**src/rtl/bitty_exec_sequencer.sv**
```systemverilog
// bitty_exec_sequencer: fetch/execute/commit sequencer for the bitty core.
// Drives run_core and en_pc and handles run/stop, single-step, breakpoint
// and execute-timeout.
module bitty_exec_sequencer #(
  parameter int MEM_LAT = 1,   // cycles from PC update to valid memory data (1..7)
  parameter int TIMEOUT = 15,  // max EXEC cycles before error (1..255)
  parameter int CNT_W   = 16   // retired-instruction counter width
) (
  input  logic             clk,
  input  logic             reset,
  input  logic             start,
  input  logic             step_mode,
  input  logic             step_req,
  input  logic             bp_en,
  input  logic [7:0]       bp_addr,
  input  logic [7:0]       pc_addr,
  input  logic             core_done,
  output logic             run_core,
  output logic             en_pc,
  output logic             busy,
  output logic             halted,
  output logic             timeout_err,
  output logic [CNT_W-1:0] instr_count
);

  localparam logic [2:0] S_IDLE   = 3'd0;
  localparam logic [2:0] S_FETCH  = 3'd1;
  localparam logic [2:0] S_EXEC   = 3'd2;
  localparam logic [2:0] S_COMMIT = 3'd3;
  localparam logic [2:0] S_PAUSE  = 3'd4;
  localparam logic [2:0] S_HALT   = 3'd5;
  localparam logic [2:0] S_ERR    = 3'd6;

  localparam logic [2:0] LAT_LOAD = 3'(MEM_LAT);
  localparam logic [7:0] TMO_LAST = 8'(TIMEOUT - 1);

  logic [2:0] state, state_nxt;
  logic [2:0] lat_cnt;
  logic [7:0] exec_tmr;
  logic       skip_bp;
  logic       bp_hit;

  // Suppressed for the single instruction resumed out of HALT so a
  // breakpoint on a self-loop does not re-halt immediately.
  assign bp_hit = bp_en && (pc_addr == bp_addr) && !skip_bp;

  // Next-state selection
  always_comb begin
    state_nxt = state;
    case (state)
      S_IDLE:   if (start) state_nxt = S_FETCH;
      // lat_cnt==1 means this decrement takes it to zero: MEM_LAT cycles total
      S_FETCH:  if (lat_cnt == 3'd1) state_nxt = S_EXEC;
      // done beats the timeout when both land on the same cycle
      S_EXEC: begin
        if (core_done)                  state_nxt = S_COMMIT;
        else if (exec_tmr == TMO_LAST)  state_nxt = S_ERR;
      end
      S_COMMIT: begin
        if (!start)         state_nxt = S_IDLE;
        else if (bp_hit)    state_nxt = S_HALT;
        else if (step_mode) state_nxt = S_PAUSE;
        else                state_nxt = S_FETCH;
      end
      S_PAUSE: begin
        if (!start)                      state_nxt = S_IDLE;
        else if (step_req || !step_mode) state_nxt = S_FETCH;
      end
      S_HALT: begin
        if (!start)         state_nxt = S_IDLE;
        else if (step_req)  state_nxt = S_FETCH;
      end
      S_ERR:    state_nxt = S_ERR;
      default:  state_nxt = S_IDLE;
    endcase
  end

  // State register
  always_ff @(posedge clk) begin
    if (reset) state <= S_IDLE;
    else       state <= state_nxt;
  end

  // Memory-latency countdown, reloaded on every entry to FETCH
  always_ff @(posedge clk) begin
    if (reset)                                           lat_cnt <= '0;
    else if (state_nxt == S_FETCH && state != S_FETCH)   lat_cnt <= LAT_LOAD;
    else if (state == S_FETCH)                           lat_cnt <= lat_cnt - 3'd1;
  end

  // Execute watchdog, cleared on every entry to EXEC
  always_ff @(posedge clk) begin
    if (reset)                                         exec_tmr <= '0;
    else if (state_nxt == S_EXEC && state != S_EXEC)   exec_tmr <= '0;
    else if (state == S_EXEC)                          exec_tmr <= exec_tmr + 8'd1;
  end

  // One-shot breakpoint bypass armed by a step out of HALT
  always_ff @(posedge clk) begin
    if (reset)                                      skip_bp <= 1'b0;
    else if (state == S_HALT && state_nxt == S_FETCH) skip_bp <= 1'b1;
    else if (state == S_COMMIT)                     skip_bp <= 1'b0;
  end

  // Saturating retired-instruction counter; only reset clears it
  always_ff @(posedge clk) begin
    if (reset)                                      instr_count <= '0;
    else if (state == S_COMMIT && instr_count != '1) instr_count <= instr_count + CNT_W'(1);
  end

  // Outputs decode the state register only
  assign run_core    = (state == S_EXEC);
  assign en_pc       = (state == S_COMMIT);
  assign busy        = (state == S_FETCH) || (state == S_EXEC) || (state == S_COMMIT);
  assign halted      = (state == S_PAUSE) || (state == S_HALT);
  assign timeout_err = (state == S_ERR);

endmodule

```
**config.mk**
```make
export PLATFORM = sky130hd
export DESIGN_NAME = bitty_exec_sequencer
export DESIGN_NICKNAME = d
export VERILOG_FILES = /design/src/rtl/bitty_exec_sequencer.sv
export SDC_FILE = /design/constraint.sdc
export NUM_CORES = 1
export LEC_CHECK = 0
export CAP_MARGIN = 20
export CORE_AREA = 2 2 83 53
export DETAILED_ROUTE_END_ITERATION = 10
export DIE_AREA = 0 0 85 55
export PLACE_DENSITY = 0.79
export RECOVER_POWER = 50
export REMOVE_ABC_BUFFERS = 1
export SETUP_SLACK_MARGIN = 0.4
export SLEW_MARGIN = 20
export SYNTH_ARGS = -nofsm -noshare
export SYNTH_HDL_FRONTEND = slang
export SYNTH_SLANG_ARGS = --single-unit
export TNS_END_PERCENT = 100
```
**constraint.sdc**
```tcl
create_clock -name clk -period 2.4 [get_ports clk]
set_input_delay 0.24 -clock clk [delete_from_list [all_inputs] [get_ports clk]]
set_output_delay 0.24 -clock clk [all_outputs]
set_load 0.02 [all_outputs]
```
==> impl_metrics.csv <==
group,metric,value,unit
worst_setup_path,end_kind,"output port",
pwr,p_switching,303,µW
timing,final.min_clock_period,1.93,ns
timing,finalMaxSlewViolations,0,
clock_network,htreeDepth,2,
logic_synthesis,synth_area_leader_cell,"dfxtp_1",
clock_network,cts-root-buf,"clkbuf_8",
pwr,switching_share,24.1,%
pwr,intPower,956,µW
timing,rsz0062_at_grt,"false",
global_route,gr-total-overflow,0,
routing,vias_per_cell,5.52,
routing,drc,0,
die,die_height,55,µm
worst_setup_path,rr_startpoint,"instr_count[1]",
logic_synthesis,yosysWarnings,0,
routing,vias,1739,
logic_synthesis,yosysMostFrequentCell,"dfxtp_1",
die,die_width,85,µm
global_route,grt_pass1_wl,7000,µm
timing,relSlewSlack,67.6,%
logic_synthesis,synth-edff-count,0,
place,hpwl,3270,µm
hold_path,min_to,"instr_count[15]",
timing,fin_worst_skew,0.00521,ns
worst_setup_path,path_class,"register to output port",
pwr,clkPwrFrac,42.0,%
logic_synthesis,yosysTopAreaCellShare,32.4,%
finish,seq_area,626,µm²
clock_network,hold_buffers,0,
routing,wl_per_cell,13.9,µm
worst_setup_path,worst-path-max-fanout,13,
run,max_cap_violations,0,
global_route,grt_max_degree,36,
pwr,leakage,0.000997,µW
logic_synthesis,async_flop_share,0,%
routing,drt_wl_total,4390,µm
global_route,busiest_layer,"met2",
logic_synthesis,synth_cell_types,54,
global_route,met3_usage,5.79,%
global_route,grt_antenna_before_repair,0,
hold_path,whs_path_depth,2,
logic_synthesis,syn-cell-area,1920,µm²
die,io_pins,44,
timing,fin_crit_sh,80.5,%
finish,syn_to_final_growth,31.3,%
clock_network,clock_sinks,31,
global_route,use_met2,27.6,%
global_route,grt_pass1_vias,1530,
logic_synthesis,synth_cells,218,
logic_synthesis,synth_area_per_cell,8.79,µm²
logic_synthesis,ys_seq_area_share,32.4,%
hold_path,min-delay-start,"instr_count[15]",
timing,setup_tns,0,ns
pwr,pwr-share-seq,43.8,%
finish,num_antenna_cells,0,
worst_setup_path,cp.required,2.16,ns
logic_synthesis,ys_top_cells_by_area,"dfxtp_1, xor2_1, nor2_1",
logic_synthesis,synthFlopType,"dfxtp_1",
die,dieArea,4680,µm²
clock_network,cts_tree,"built",
clock_network,worstSkewPairLatency,0.28,ns
worst_setup_path,reg2reg_depth,5,
clock_network,cts.reportedPaths.clkPinSlew,0.06,ns
logic_synthesis,synth_common_cells,"dfxtp_1, nor2_1, xor2_1, a21oi_1, nand2_1",
finish,drive_gt1_share,10.9,%
routing,dr.pass1.iters,4,
global_route,grtUsageMet1,27.0,%
pwr,power,1260,µW
finish,layout.nets,292,
worst_setup_path,cp.arrival,1.69,ns
timing,fmax,518,MHz
routing,drt_iter0_markers,85,
place,place.gp.congestion,0.847,
timing,finalHoldViolations,0,
die,initial_core_util,48.6,%
logic_synthesis,ys_ff_latch,31,
finish,multi_input_area,1210,µm²
routing,drtAntennaViolNets,0,
hold_path,hp-class,"register to register",
worst_setup_path,r2r_setup_slack,0.54,ns
pwr,ir_drop,327,µV
worst_setup_path,r2r-end,"instr_count[6]",
worst_setup_path,cp-start-kind,"register",
clock_network,clk_path_buf_depth,2,
timing,setup_viol,0,
place,io_buffers,43,
status,outcome,"finished, final reports clean",
pwr,combPwrFrac,14.2,%
die,row_count,18,
timing,hold_ws,0.499,ns
finish,nFillCells,336,
timing,tightest_slew,0.484,ns
die,core-area,3940,µm²
clock_network,cts_inserted_buffers,5,
global_route,grt_usage,19.1,%
clock_network,postCtsSetupRepairBufs,0,
pwr,power_density,501,nW/µm²
layout make-up:
type / count / area share [%]
Multi-Input combinational cell: 169 / 48.2
Sequential cell: 31 / 24.9
Timing Repair Buffer: 47 / 18.2
Clock buffer: 6 / 3.28
Tap cell: 50 / 2.49
Inverter: 10 / 1.54
Clock inverter: 2 / 1.39
sequential cells by signal, indices dropped and copies added (netlist names):
name and flops:
lat_cnt 3, exec_tmr 8, skip_bp 1, state 3
instr_count 16
logic make-up (layout without fill, tap and decap cells):
| kind of cell | count (synthesis) | after routing | share of synthesized area [%] |
|---|---|---|---|
| AOI/OAI and AO/OA | 44 | 44 | 16.0 |
| adders and majority gates | 5 | 5 | 3.26 |
| buffers and inverters | 18 | 65 | 4.37 |
| and+or+nand+nor | 97 | 97 | 32.1 |
| xor gates and xnor gates | 15 | 15 | 6.85 |
| muxes | 8 | 8 | 5.03 |
| DFF | 31 | 31 | 32.4 |
through the flow:
stage	area, µm²	std cells	utilization, %	setup WS (ns)
after CTS	2520	315	63.8	0.424
after global placement	2390	307	60.8	0.523
final	2520	315	63.8	0.469
after global routing	2520	315	63.8	0.363
after floorplan	1870	210	-	0.589
after detailed placement	2390	307	60.8	0.508
what timing repair did:
item | 4_1_cts | 5_1_grt
hold endpoints to repair | 0 | 0
gates resized for setup | 3 | 3
endpoints found under the setup margin | 4 | 5
cells in the final DEF, fill, tap and decap left out, types with 6 or more instances in the layout:
cell / count
nor2b_1: 9
nand2b_1: 9
a211oi_1: 6
clkdlybuf4s50_1: 28
or4_1: 6
dfxtp_1: 27
o31ai_1: 6
nand2_1: 11
xor2_1: 14
clkbuf_8: 6
a21oi_1: 12
inv_1: 9
nor2_1: 24
dlygate4sd3_1: 14
metal layers:
metal	up-vias	wire, µm
li1	889	-
met1	805	2290
met2	43	1820
met3	2	257
met4	0	19
met5	-	0
how the worst max path moves through the flow:
stage	startpoint	end	slack, ns	cells after the start
6_report	state[0]	en_pc	0.47	3
5_1_grt	instr_count[1]	instr_count[6]	0.36	5
4_1_cts	state[1]	run_core	0.42	3
3_5_place_dp	start	lat_cnt[2]	0.51	5
3_3_place_gp	start	lat_cnt[2]	0.52	5
2_1_floorplan	instr_count[11]	instr_count[2]	0.59	4
worst max-delay path, cell delays in order, from the launching register on:
cell	delay [ns]
dfxtp_2	0.50
nand3b_4	0.17
clkinv_2	0.14
clkdlybuf4s50_1	0.61
power groups by stage:
| stage | clock network (µW) | logic, µW | registers (µW) |
|---|---|---|---|
| detailed placement | 0 | 179 | 562 |
| CTS | 537 | 182 | 551 |
| global placement | 0 | 177 | 561 |
| global route | 569 | 197 | 555 |
| floorplan | 0 | 95.6 | 557 |
| finish | 529 | 179 | 552 |
No activity file was read; power rests on OpenSTA's default activity.
